### config.mk
export PLATFORM = sky130hd
export DESIGN_NAME = serial_byte_collector
export DESIGN_NICKNAME = d
export VERILOG_FILES = /design/src/rtl/serial_byte_collector.sv
export SDC_FILE = /design/constraint.sdc
export NUM_CORES = 1
export LEC_CHECK = 0
export BUFFER_PORTS_ARGS = -buffer_cell sky130_fd_sc_hd__buf_2
export CELL_PAD_IN_SITES_DETAIL_PLACEMENT = 1
export CELL_PAD_IN_SITES_GLOBAL_PLACEMENT = 2
export CORE_ASPECT_RATIO = 1.4
export CORE_MARGIN = 1.5
export CORE_UTILIZATION = 38
export CTS_BUF_LIST = sky130_fd_sc_hd__clkbuf_16
export DETAILED_ROUTE_END_ITERATION = 12
export MAX_ROUTING_LAYER = met4
export PLACE_DENSITY_LB_ADDON = 0.25
export SYNTH_ARGS = -nofsm -noshare
export SYNTH_HDL_FRONTEND = slang
export SYNTH_SLANG_ARGS = --single-unit
export TNS_END_PERCENT = 30
### constraint.sdc
create_clock -name clk -period 2.9 [get_ports clk]
set_input_delay 0.145 -clock clk [delete_from_list [all_inputs] [get_ports clk]]
set_output_delay 0.145 -clock clk [all_outputs]
set_load 0.1 [all_outputs]
### src/rtl/serial_byte_collector.sv
// Serial-to-parallel word collector: shifts in one bit per accepted transfer,
// buffers completed words in a small FIFO and presents them on a valid/ready port.
module serial_byte_collector #(
  parameter int WIDTH     = 8,
  parameter int DEPTH     = 2,
  parameter int LSB_FIRST = 1
) (
  input  logic             clk,
  input  logic             rst,
  input  logic             clear,
  input  logic             in0,
  input  logic             in_valid,
  output logic             in_ready,
  output logic [WIDTH-1:0] out,
  output logic             out_valid,
  input  logic             out_ready,
  output logic [7:0]       word_count
);

  localparam int CW = (WIDTH > 1) ? $clog2(WIDTH) : 1;
  localparam int PW = $clog2(DEPTH);
  localparam logic [CW-1:0] LAST_BIT = CW'(WIDTH - 1);
  localparam logic [PW:0]   FULL_OCC = (PW + 1)'(DEPTH);

  logic [CW-1:0]    cnt_r;
  logic [WIDTH-1:0] shift_r;
  logic [WIDTH-1:0] mem_r [DEPTH];
  logic [PW-1:0]    wr_ptr_r;
  logic [PW-1:0]    rd_ptr_r;
  logic [PW:0]      occ_r;
  logic [WIDTH-1:0] out_r;
  logic             out_valid_r;
  logic [7:0]       word_count_r;

  logic [CW-1:0]    pos_s;
  logic [WIDTH-1:0] word_s;
  logic             full_s;
  logic             pop_s;
  logic             in_ready_s;
  logic             accept_s;
  logic             complete_s;
  logic             push_s;
  logic [CW-1:0]    cnt_next_s;
  logic [WIDTH-1:0] shift_next_s;
  logic [PW-1:0]    wr_ptr_next_s;
  logic [PW-1:0]    rd_ptr_next_s;
  logic [PW:0]      occ_next_s;
  logic [WIDTH-1:0] head_next_s;

  // Word assembly: the current bit merged into the partial word; gated so an idle in0 never leaks in.
  always_comb begin
    pos_s  = cnt_r;
    word_s = shift_r;
    if (LSB_FIRST != 0) begin
      pos_s = cnt_r;
    end else begin
      pos_s = LAST_BIT - cnt_r;
    end
    word_s[pos_s] = in0 & in_valid;
  end

  // Handshake decode; only the completing bit can stall, and a same-cycle pop frees the slot.
  always_comb begin
    full_s     = (occ_r == FULL_OCC);
    pop_s      = out_valid_r & out_ready;
    in_ready_s = (cnt_r != LAST_BIT) | ~full_s | pop_s;
    accept_s   = in_valid & in_ready_s;
    complete_s = accept_s & (cnt_r == LAST_BIT);
    push_s     = complete_s & ~clear;
  end

  // Next-state for the collector, FIFO pointers and the registered head word.
  always_comb begin
    cnt_next_s    = cnt_r;
    shift_next_s  = shift_r;
    wr_ptr_next_s = wr_ptr_r;
    rd_ptr_next_s = rd_ptr_r;
    occ_next_s    = occ_r;
    head_next_s   = {WIDTH{1'b0}};

    if (clear || complete_s) begin
      cnt_next_s   = {CW{1'b0}};
      shift_next_s = {WIDTH{1'b0}};
    end else if (accept_s) begin
      cnt_next_s   = cnt_r + CW'(1);
      shift_next_s = word_s;
    end else begin
      cnt_next_s   = cnt_r;
      shift_next_s = shift_r;
    end

    if (push_s) begin
      wr_ptr_next_s = wr_ptr_r + PW'(1);
    end else begin
      wr_ptr_next_s = wr_ptr_r;
    end

    if (pop_s) begin
      rd_ptr_next_s = rd_ptr_r + PW'(1);
    end else begin
      rd_ptr_next_s = rd_ptr_r;
    end

    case ({push_s, pop_s})
      2'b10:   occ_next_s = occ_r + (PW + 1)'(1);
      2'b01:   occ_next_s = occ_r - (PW + 1)'(1);
      default: occ_next_s = occ_r;
    endcase

    // The slot being written is the new head only when it is the sole entry left.
    if (occ_next_s == {(PW + 1){1'b0}}) begin
      head_next_s = {WIDTH{1'b0}};
    end else if (push_s && (wr_ptr_r == rd_ptr_next_s)) begin
      head_next_s = word_s;
    end else begin
      head_next_s = mem_r[rd_ptr_next_s];
    end
  end

  // State registers.
  always_ff @(posedge clk or posedge rst) begin
    if (rst) begin
      cnt_r        <= {CW{1'b0}};
      shift_r      <= {WIDTH{1'b0}};
      wr_ptr_r     <= {PW{1'b0}};
      rd_ptr_r     <= {PW{1'b0}};
      occ_r        <= {(PW + 1){1'b0}};
      out_r        <= {WIDTH{1'b0}};
      out_valid_r  <= 1'b0;
      word_count_r <= 8'd0;
      for (int i = 0; i < DEPTH; i++) begin
        mem_r[i] <= {WIDTH{1'b0}};
      end
    end else begin
      cnt_r       <= cnt_next_s;
      shift_r     <= shift_next_s;
      wr_ptr_r    <= wr_ptr_next_s;
      rd_ptr_r    <= rd_ptr_next_s;
      occ_r       <= occ_next_s;
      out_r       <= head_next_s;
      out_valid_r <= (occ_next_s != {(PW + 1){1'b0}});
      if (push_s) begin
        mem_r[wr_ptr_r] <= word_s;
        word_count_r    <= word_count_r + 8'd1;
      end
    end
  end

  assign in_ready   = in_ready_s;
  assign out        = out_r;
  assign out_valid  = out_valid_r;
  assign word_count = word_count_r;

endmodule

---- Yosys cells after proc, flatten, opt, wreduce, memory -nomap -nowiden ----
Index checks and enable logic that the tools add are counted.
word-level totals
  flip-flop bits (word level) ............. 48
  input bits .............................. 6
cells by class
  multiplexer cells ....................... 17
  reduce and logical (&&, ||, !) cells .... 7
  $lt $le $gt $ge ......................... 5
  bitwise logic cells ..................... 11
  add/subtract/negate cells ............... 6
  eq/ne operators ......................... 6
operators with widths
  kind                 number
  $mux 8               8
  $bwmux 16            1
  $add 8x1->8 const B  1
  $bwmux 8             1
  $demux 8 s1          1
  $mux 3               2
  $and 1x1->1          5
  $eq 2x2->1 const B   2
  $ge 2x2->1 const B   2
  $lt 3x4->1 const B   1
  $not 1->2            2
  $pmux 2 s2           1
  $reduce_bool 2->1    2
  $add 3x1->3 const B  1
  $demux 1 s3          1
  $eq 3x3->1 const B   1
  $ge 3x1->1 const B   1
  $logic_and 1x1->1    3
  $ne 3x3->1 const B   1
  $add 1x1->1 const B  2
  $add 2x1->2 const B  1
  $eq 2x1->1 const B   1
  $logic_not 2->1      1
  $lt 2x1->1 const B   1
  other kinds (6)      9

---- Longest topological paths before layout ----
Gate-level depths: netlist of the first run.
  word-level depth ........................ 11
  mapped depth ............................ 9
  gate-level depth less buffers ........... 8

---- Worst setup path after synthesis of the first run ----
Ideal clock, no wire load.
  path type ............................... register -> register
  start ................................... register out_valid_r, in the netlist out_valid
  end ..................................... register out_r[6], in the netlist out[6]
  slack ................................... 87 ps
  arrival time ............................ 2,734 ps
  stages on the path, launching flop included .. 10
  required time ........................... 2,821 ps
  library setup time ...................... 79 ps
  period minus slack after synthesis ...... 2,813 ps
  path buffers ............................ 1
  cell sequence ........................... dfrtp_1 -> nand2_1 -> inv_2 -> o2111ai_4 -> ha_1 -> nor3b_1 -> a31oi_2 -> buf_2 -> o21ai_0 -> mux2i_1
between the ends
  word-level cells in the longest chain between the ends .. 9
ends and longest elaborated chain
  item                                      line  RTL
  start: declaration                        32    logic out_valid_r;
  start signal: assignment                  141   out_valid_r <= (occ_next_s != {(PW + 1){1'b0}});
  $and 1x1->1 *                             65    pop_s = out_valid_r & out_ready;
  $or 1x1->1                                66    in_ready_s = (cnt_r != LAST_BIT) | ~full_s | pop_s;
  $and 1x1->1                               67    accept_s = in_valid & in_ready_s;
  $and 1x1->1                               68    complete_s = accept_s & (cnt_r == LAST_BIT);
  $and 1x1->1                               69    push_s = complete_s & ~clear;
  $eq 2x1->1 or $eq 2x2->1 (tied branches)  104   case ({push_s, pop_s})
  $pmux 2 s2                                104
  $logic_not 2->1                           111   if (occ_next_s == {(PW + 1){1'b0}}) begin
  $mux 8 *                                  111
  via head_next_s[6]                        48    logic [WIDTH-1:0] head_next_s;
  end signal: assignment                    128   out_r <= {WIDTH{1'b0}};
  end signal: assignment                    140   out_r <= head_next_s;
  end: declaration                          31    logic [WIDTH-1:0] out_r;
The timed path passes the listed nets; every way through them passes the cells marked *. The select of a mux whose other input is x is not followed.
A chain may end at the register's enable or synchronous reset.

---- Worst setup path after layout of the first run ----
  start ................................... register cnt_r[0]
  end ..................................... register out_r[7], in the netlist out[7]
between the ends
  word-level cells in the longest chain between the ends .. 10
ends and longest elaborated chain
  item                                      line  RTL
  start: declaration                        25    logic [CW-1:0] cnt_r;
  start signal: assignment                  123   cnt_r <= {CW{1'b0}};
  start signal: assignment                  135   cnt_r <= cnt_next_s;
  $ne 3x3->1                                66
  $or 1x1->1 (2 in series)                  66
  $and 1x1->1                               67
  $and 1x1->1                               68
  $and 1x1->1                               69
  $eq 2x1->1 or $eq 2x2->1 (tied branches)  104
  $pmux 2 s2                                104
  $logic_not 2->1                           111
  $mux 8 *                                  111
  via head_next_s[7]                        48
The timed path passes the listed nets; every way through them passes the cells marked *.

==> impl_metrics.tcl, run 1 <==
set metrics [dict create \
    ys_ff_latch 48 \
    synth_ff_type "dfrtp_1" \
    synth-async-reset-ratio 1.000 \
    post-route-period-util 0.8773 \
    syn2layout_area_growth_pct 13.91 \
    grt_overflow 0 \
    seq_area_frac_synth 0.4928 \
    p_per_area_nw_per_um2 614.5 \
    cts_resized 0 \
    path_max_fanout 17 \
    grtUsageTotal 0.1675 \
    path_buf_inv 1 \
    combPwrFrac 0.192 \
    cts_setup_buffers 0 \
    grt_start_max_net_pins 49 \
    clkLatencyLatePin_ns 0.28 \
    switching_share 0.2975 \
    synth_area_leaders "dfrtp_1 (49%), mux2i_1 (7.0%), mux2_2 (4.2%)" \
    post_synth.cell_area_avg_um2 10.33 \
    crit_path_frequent_cell "ha_1" \
    critical_path_class "flip-flop to flip-flop" \
    fp.dieArea_um2 6910 \
    cp.required_ns 3.11 \
    syn-cell-area_um2 2437 \
    cts.clk_slew.worst_paths_ns 0.07 \
    cp.arrival_ns 2.75 \
    netlist-cell-type-count 37 \
    timing.fmax_ghz 0.3931 \
    status "completed" \
    p_leak_nw 1.328 \
    holdBufCountCts 0 \
    skew_ns 0.005811 \
    slew_viol_final 0 \
    drive_above_1_share 0.2101 \
    worstSetupPathDepth 9 \
    die-height_um 97.76 \
    worst_slack_ns 0.3560 \
    cts_tree "yes" \
    drt_iter0_markers 60 \
    initial_core_util 0.3924 \
    cts_htree_levels 2 \
    die_w_um 70.69 \
    drc_errors 0 \
    vdd_drop_max_mv 0.3384 \
    drtPass1Iterations 4 \
    via_per_inst 5.313 \
    yosys-top-cells-count "dfrtp_1 (48), nand2_1 (23), nor2_1 (22)" \
    cts_buffers 5 \
    yosys.area.top_type "dfrtp_1" \
    reg2reg_depth 9 \
    grt_pass1_wl_um 8728 \
    yosysWarnings 0 \
    synthDominantCellAreaShare 0.4928 \
    pwr-share-clk 0.374 \
    vias 1748 \
    clkSinkCount 48 \
    synth-edff-count 0 \
    tightest_slew_ns 1.016 \
    wl_per_cell_um 15.81 \
    multi_input_area_um2 1144 \
    power_w 0.001706 \
    antennaDiodeCount 0 \
    synth_nets 246 \
    crit_path_end_kind "flip-flop" \
    relSlewSlack 0.3217 \
    seq_area_um2 1201 \
    n_fill_cell 703 \
    place.gp.congestion 0.7651 \
    first_global_vias 1714 \
    antenna_found_initial 0 \
    rsz0062_at_grt "false" \
    clockBufferDepth 2 \
    pre_cts_ws_ns 0.3492 \
    p_int_w 0.001199 \
    fin_crit_ns 2.544 \
    crit_chain "ha_1 > ha_1 > o2111ai_4 > ha_1 > nor3b_1 > a31oi_2 > buf_4 > o21ai_0 > mux2i_1" \
    port_buffers 23 \
    synth.most_common_cell "dfrtp_1" \
    drtAntennaViolNets 0 \
    min_path_type "input port to async pin" \
    utilization 0.4470 \
    cts-root-buf "clkbuf_16" \
    nNetsFinal 268 \
    setup_violations 0 \
    coreArea_um2 6211 \
    crit_slowest_cell "dfrtp_1" \
    synth_cells 236 \
    start_kind "flip-flop" \
    p_sw_w 0.0005075 \
    finalWirelength_um 5202 \
    dp_hpwl_um 3586 \
    ioPinCount 24 \
    tns_ns 0 \
    cpLargestDelayFamily "adder cells" \
    rows 34 \
    whs_ns 0.1038 \
    hold_viol_final 0 \
    slowest_delay_ns 0.50 \
    power_frac_seq 0.434 \
    maxCapViolCount 0 \
]
## cells in the final DEF, fill, tap and decap left out, drive strengths merged, types with 2 or more instances in the layout
| cell type | n |
|---|---|
| nor3b | 4 |
| inv | 7 |
| nand3b | 4 |
| mux2 | 9 |
| o21ai | 17 |
| nor3 | 3 |
| a21oi | 9 |
| xor2 | 7 |
| nor2b | 2 |
| nand3 | 5 |
| dfrtp | 48 |
| buf | 29 |
| nand2 | 23 |
| nor2 | 22 |
| a22oi | 10 |
| ha | 4 |
| clkbuf | 5 |
| a21boi | 8 |
| xnor2 | 4 |
| and3 | 8 |
| mux2i | 17 |
## power by group through the flow
stage / Clock, W / Combinational (W) / Sequential, W
finish: 0.000638 / 0.000327 / 0.000741
global route: 0.000679 / 0.000356 / 0.000747
CTS: 0.000653 / 0.000330 / 0.000742
detailed placement: 0 / 0.000328 / 0.000754
global placement: 0 / 0.000327 / 0.000752
floorplan: 0 / 0.000212 / 0.000783
## cell families (layout without fill, tap and decap cells)
| family | count (synthesis) | after routing | share of synthesized area |
|---|---|---|---|
| flip-flops | 48 | 48 | 0.4928 |
| buffers and inverters | 21 | 42 | 0.03799 |
| XOR/XNOR | 11 | 11 | 0.03953 |
| adder cells (fa/ha/maj) | 4 | 4 | 0.02053 |
| AND/OR/NAND/NOR | 76 | 76 | 0.1561 |
| multiplexers | 26 | 26 | 0.1114 |
| AO/OA/AOI/OAI | 50 | 50 | 0.1417 |
## flip-flops by register name, summed over array words and instances (netlist names)
name	count
word_count	8
shift_r	8
wr_ptr_r	1
out	8
mem_r	16
occ_r	2
cnt_r	3
rd_ptr_r	1
out_valid	1
## layer usage
layer | track usage | wire [µm] | up-vias
li1 | - | - | 867
met1 | 0.2160 | 2408 | 845
met2 | 0.2674 | 2568 | 30
met3 | 0.03096 | 154 | 6
met4 | 0.05225 | 71 | 0
met5 | - | 0 | -
## final timing paths
kind / startpoint / endpoint / slack (ns)
worst min-delay path: rst / shift_r[6] / 0.10
worst max-delay path: cnt_r[0] / out[7] / 0.36
max in group asynchronous: rst / occ_r[0] / 2.16
min in group clk: clear / cnt_r[1] / 0.21
worst min register to register: mem_r[13] / mem_r[13] / 0.47
worst max register to register: cnt_r[0] / out[7] / 0.36
## area by class of cell
cell class                 instances  area share
tap                               72     0.03245
clock inverter                     1     0.01082
timing repair buffer              29     0.05768
clock buffer                       5     0.04507
inverter                           7    0.009464
multi-input combinational        167      0.4119
sequential                        48      0.4326
## metrics by stage
step / cell area (µm²) / cells
3_5_place_dp: 2621 / 323
5_1_grt: 2776 / 329
6_report: 2776 / 329
3_3_place_gp: 2621 / 323
2_1_floorplan: 2437 / 236
4_1_cts: 2776 / 329
Note: power is estimated with default switching activity, not from simulation.
==> run 2: changes to the inputs <==
PLACE_DENSITY_LB_ADDON = 0.1   (was 0.25)
==> impl_metrics.tcl, run 2 (synthesized netlist as in run 1, its figures left out) <==
set metrics [dict create \
    status "completed" \
    tns_ns 0 \
    seq_area_um2 1201 \
    rrSetupSlack_ns 0.36 \
    grt_pass1_wl_um 9211 \
    grt_overflow 0 \
    stdcell_count 331 \
    tightest_slew_ns 1.017 \
    holdBufCountCts 0 \
    wl_per_cell_um 16.46 \
    final_common_cell "dfrtp_1" \
    cts.clk_slew.worst_paths_ns 0.06 \
    whs_ns 0.1002 \
    cp.required_ns 3.10 \
    cts_htree_levels 2 \
    min_path_type "input port to async pin" \
    grt_start_max_net_pins 49 \
    drc_errors 0 \
    timing.fmax_ghz 0.3933 \
    antennaDiodeCount 0 \
    setup_violations 0 \
    fp.dieArea_um2 6910 \
    vdd_drop_max_mv 0.2686 \
    post-route-period-util 0.8768 \
    relSlewSlack 0.3208 \
    clkLatencyLatePin_ns 0.29 \
    grtUsageTotal 0.1776 \
    via_per_inst 5.323 \
    syn2layout_area_growth_pct 14.22 \
    crit_path_end_kind "flip-flop" \
    fin_crit_ns 2.543 \
    ioPinCount 24 \
    die_w_um 70.69 \
    rsz0062_at_grt "false" \
    initial_core_util 0.3924 \
    path_max_fanout 17 \
    n_fill_cell 695 \
    clkSinkCount 48 \
    coreArea_um2 6211 \
    first_global_vias 1782 \
    dp_hpwl_um 3796 \
    drt_iter0_markers 53 \
    drtAntennaViolNets 0 \
    cts_buffers 5 \
    place_area_um2 2621 \
    finalWirelength_um 5447 \
    start_kind "flip-flop" \
    rows 34 \
    antenna_found_initial 0 \
    cts_tree "yes" \
    p_leak_nw 1.331 \
    most-common-layout-cells "dfrtp_1 (48), nand2_1 (23), buf_2 (23)" \
    cts-root-buf "clkbuf_16" \
    vias 1762 \
    cts_resized 0 \
    multi_input_area_um2 1144 \
    drive_above_1_share 0.2085 \
    port_buffers 23 \
    regMostFlops "mem_r" \
    maxCapViolCount 0 \
    skew_ns 0.004433 \
    p_per_area_nw_per_um2 615.2 \
    clockBufferDepth 2 \
    drtPass1Iterations 4 \
    slew_viol_final 0 \
    largest_register_ffs 16 \
    hold_viol_final 0 \
    place.gp.congestion 0.7222 \
    final_area_um2 2784 \
    cp.arrival_ns 2.75 \
    nNetsFinal 268 \
    dp_cells 323 \
    die-height_um 97.76 \
    critical_path_class "flip-flop to flip-flop" \
    cts_setup_buffers 0 \
]
==> run 2: changes by cell type in the layout (fill, tap and decap cells not counted) <==
cell / previous run / this run
clkinv_1: 0 / 2
==> run 2: final timing paths <==
| path | start | end | cells after the start |
|---|---|---|---|
| max | cnt_r[0] | out[6] | 9 |
| min | rst | shift_r[6] | 2 |
| max reg2reg | cnt_r[0] | out[6] | 9 |
| min reg2reg | mem_r[9] | mem_r[9] | 2 |
| max in group asynchronous | rst | out[0] | 2 |
| min in group clk | clear | shift_r[0] | 2 |
==> run 2: worst max-delay path: stages (launching register included) <==
cell and delay, ns:
dfrtp_1 0.50, ha_1 0.20, ha_1 0.30, o2111ai_4 0.26
ha_1 0.41, nor3b_1 0.16, a31oi_2 0.14, buf_4 0.22
o21ai_0 0.11, mux2i_1 0.15
==> run 2: final cells by class <==
class                   instances  share of cell area
clock buffers                   5             0.04494
clock inverters                 3             0.01348
well taps                      72             0.03236
flip-flops and latches         48              0.4315
repair buffers                 29             0.05753
multi-input cells             167              0.4108
inverters                       7            0.009438
==> run 2: routing by layer <==
metal / part of all wire / track usage
met4: 0.017 / 0.06531
met1: 0.44 / 0.2080
met2: 0.51 / 0.3027
met5: 0 / -
met3: 0.028 / 0.03096
==> run 2: stage by stage <==
step | setup WS [ns] | power [W] | util
global placement | 0.4294 | 0.001082 | 0.4220
detailed placement | 0.3458 | 0.001088 | 0.4220
CTS | 0.3113 | 0.001741 | 0.4482
global route | 0.1090 | 0.001804 | 0.4482
finish | 0.3573 | 0.001713 | 0.4482
floorplan | 0.08651 | 0.0009944 | -
==> run 2: power by group <==
| group | internal [W] | switching [W] |
|---|---|---|
| clock network | 0.000401 | 0.000242 |
| logic | 0.000100 | 0.000227 |
| registers | 0.000701 | 0.0000410 |
==> run 3: changes to the inputs <==
CELL_PAD_IN_SITES_DETAIL_PLACEMENT = unset   (was 1)
CELL_PAD_IN_SITES_GLOBAL_PLACEMENT = unset   (was 2)
CORE_ASPECT_RATIO = 1.5   (was 1.4)
CORE_UTILIZATION = 58   (was 38)
PLACE_DENSITY = 0.78   (was unset)
PLACE_DENSITY_LB_ADDON = unset   (was 0.1)
clock period = 2.6 ns   (was 2.9 ns; I/O delays follow)
==> impl_metrics.tcl, run 3 (synthesized netlist as in run 1, its figures left out) <==
set metrics [dict create \
    via_per_inst 5.749 \
    worst_slack_ns 0.3838 \
    clkLatencyLatePin_ns 0.28 \
    post-route-period-util 0.8524 \
    antennaDiodeCount 0 \
    power_frac_seq 0.461 \
    r2r_start "cnt_r[1]" \
    clkSinkCount 48 \
    grtUsageTotal 0.2235 \
    drtAntennaViolNets 0 \
    drtPass1Iterations 7 \
    final_common_cell "dfrtp_1" \
    dp_hpwl_um 3267 \
    critical_path_class "flip-flop to flip-flop" \
    p_sw_w 0.0005436 \
    fp.dieArea_um2 4608 \
    use_met2 0.3786 \
    antenna_found_initial 0 \
    r2r_end "out[5]" \
    cp.arrival_ns 2.42 \
    use_met3 0.03738 \
    crit_path_end_kind "flip-flop" \
    place.gp.congestion 0.7583 \
    grt_start_max_net_pins 49 \
    drt_iter0_markers 45 \
    cts_setup_buffers 0 \
    drc_errors 0 \
    finalWirelength_um 4654 \
    cts.clk_slew.worst_paths_ns 0.06 \
    vdd_drop_max_mv 0.5972 \
    wl_per_cell_um 15.16 \
    worstSetupEndpoint "out[5]" \
    pre_cts_ws_ns 0.3258 \
    switching_share 0.3043 \
    cts_buffers 5 \
    vias 1765 \
    p_leak_nw 1.339 \
    hold_viol_final 0 \
    timing.fmax_ghz 0.4512 \
    min_path_type "input port to async pin" \
    rrSetupSlack_ns 0.38 \
    tightest_slew_ns 0.9667 \
    holdBufCountCts 0 \
    cts-root-buf "clkbuf_16" \
    clockBufferDepth 2 \
    fin_crit_ns 2.216 \
    reg2reg_depth 6 \
    rsz0062_at_grt "false" \
    pwr-share-clk 0.333 \
    cts_resized 0 \
    initial_core_util 0.6103 \
    rows 28 \
    path_max_fanout 8 \
    regMostFlops "mem_r" \
    grt_pass1_wl_um 7824 \
    die_w_um 55.93 \
    setup_violations 0 \
    p_per_area_nw_per_um2 650.2 \
    maxCapViolCount 0 \
    tns_ns 0 \
    port_buffers 23 \
    coreArea_um2 3994 \
    drive_above_1_share 0.2176 \
    grt_overflow 0 \
    startpoint "cnt_r[1]" \
    skew_ns 0.001963 \
    power_w 0.001787 \
    syn2layout_area_growth_pct 12.73 \
    relSlewSlack 0.3546 \
    most-common-layout-cells "dfrtp_1 (47), nand2_1 (23), buf_2 (23)" \
    nNetsFinal 271 \
    grt_use_met1 0.2809 \
    die-height_um 82.40 \
    cts_htree_levels 2 \
    cp.required_ns 2.80 \
    grt-busiest-layer "met2" \
    cts_tree "yes" \
    first_global_vias 1651 \
    slew_viol_final 0 \
    combPwrFrac 0.206 \
    status "completed" \
    ioPinCount 24 \
    start_kind "flip-flop" \
    largest_register_ffs 16 \
    p_int_w 0.001243 \
]
[run 3: stage by stage]
stage	util	hold WS, ns	std cells	area [µm²]
final	0.6880	0.06833	307	2748
after global routing	0.6880	0.1689	307	2748
after CTS	0.6880	0.1039	307	2748
after detailed placement	0.6538	0.4128	299	2611
after global placement	0.6538	0.4068	299	2611
after floorplan	-	0.1964	236	2439
[run 3: worst min path at each step]
stage | from | to | slack (ns) | depth (start not counted)
final | rst | occ_r[0] | 0.07 | 2
after global routing | rst | occ_r[0] | 0.17 | 2
after CTS | rst | occ_r[0] | 0.10 | 2
after detailed placement | rst | occ_r[0] | 0.41 | 2
after global placement | rst | occ_r[0] | 0.41 | 2
after floorplan | clear | cnt_r[2] | 0.20 | 1
[run 3: worst max-delay path, cell delays in order, from the launching register on]
cell      delay (ns)
dfrtp_1         0.35
ha_1            0.15
ha_1            0.29
and4bb_2        0.27
o21ai_2         0.07
o21bai_1        0.74
mux2i_1         0.27
[run 3: area by class of cell]
cell class	count	area, µm²
Inverter	7	26.28
Clock buffer	5	125.1
Clock inverter	3	11.26
Multi-Input combinational cell	167	1144
Timing Repair Buffer	32	182.7
Fill cell	315	1246
Sequential cell	48	1202
Tap cell	45	56.30
[run 3: power by group through the flow]
stage / registers [W] / logic, W / clock network, W
5_1_grt: 0.000831 / 0.000402 / 0.000642
6_report: 0.000824 / 0.000368 / 0.000595
4_1_cts: 0.000824 / 0.000368 / 0.000608
3_3_place_gp: 0.000833 / 0.000357 / 0
3_5_place_dp: 0.000838 / 0.000365 / 0
2_1_floorplan: 0.000874 / 0.000236 / 0
[run 3: per-layer routing]
| layer | share of wire | up-vias | wire [µm] |
|---|---|---|---|
| met2 | 0.51 | 28 | 2376 |
| met4 | 0.013 | 0 | 61 |
| li1 | - | 870 | - |
| met5 | 0 | - | 0 |
| met3 | 0.023 | 5 | 105 |
| met1 | 0.45 | 862 | 2110 |
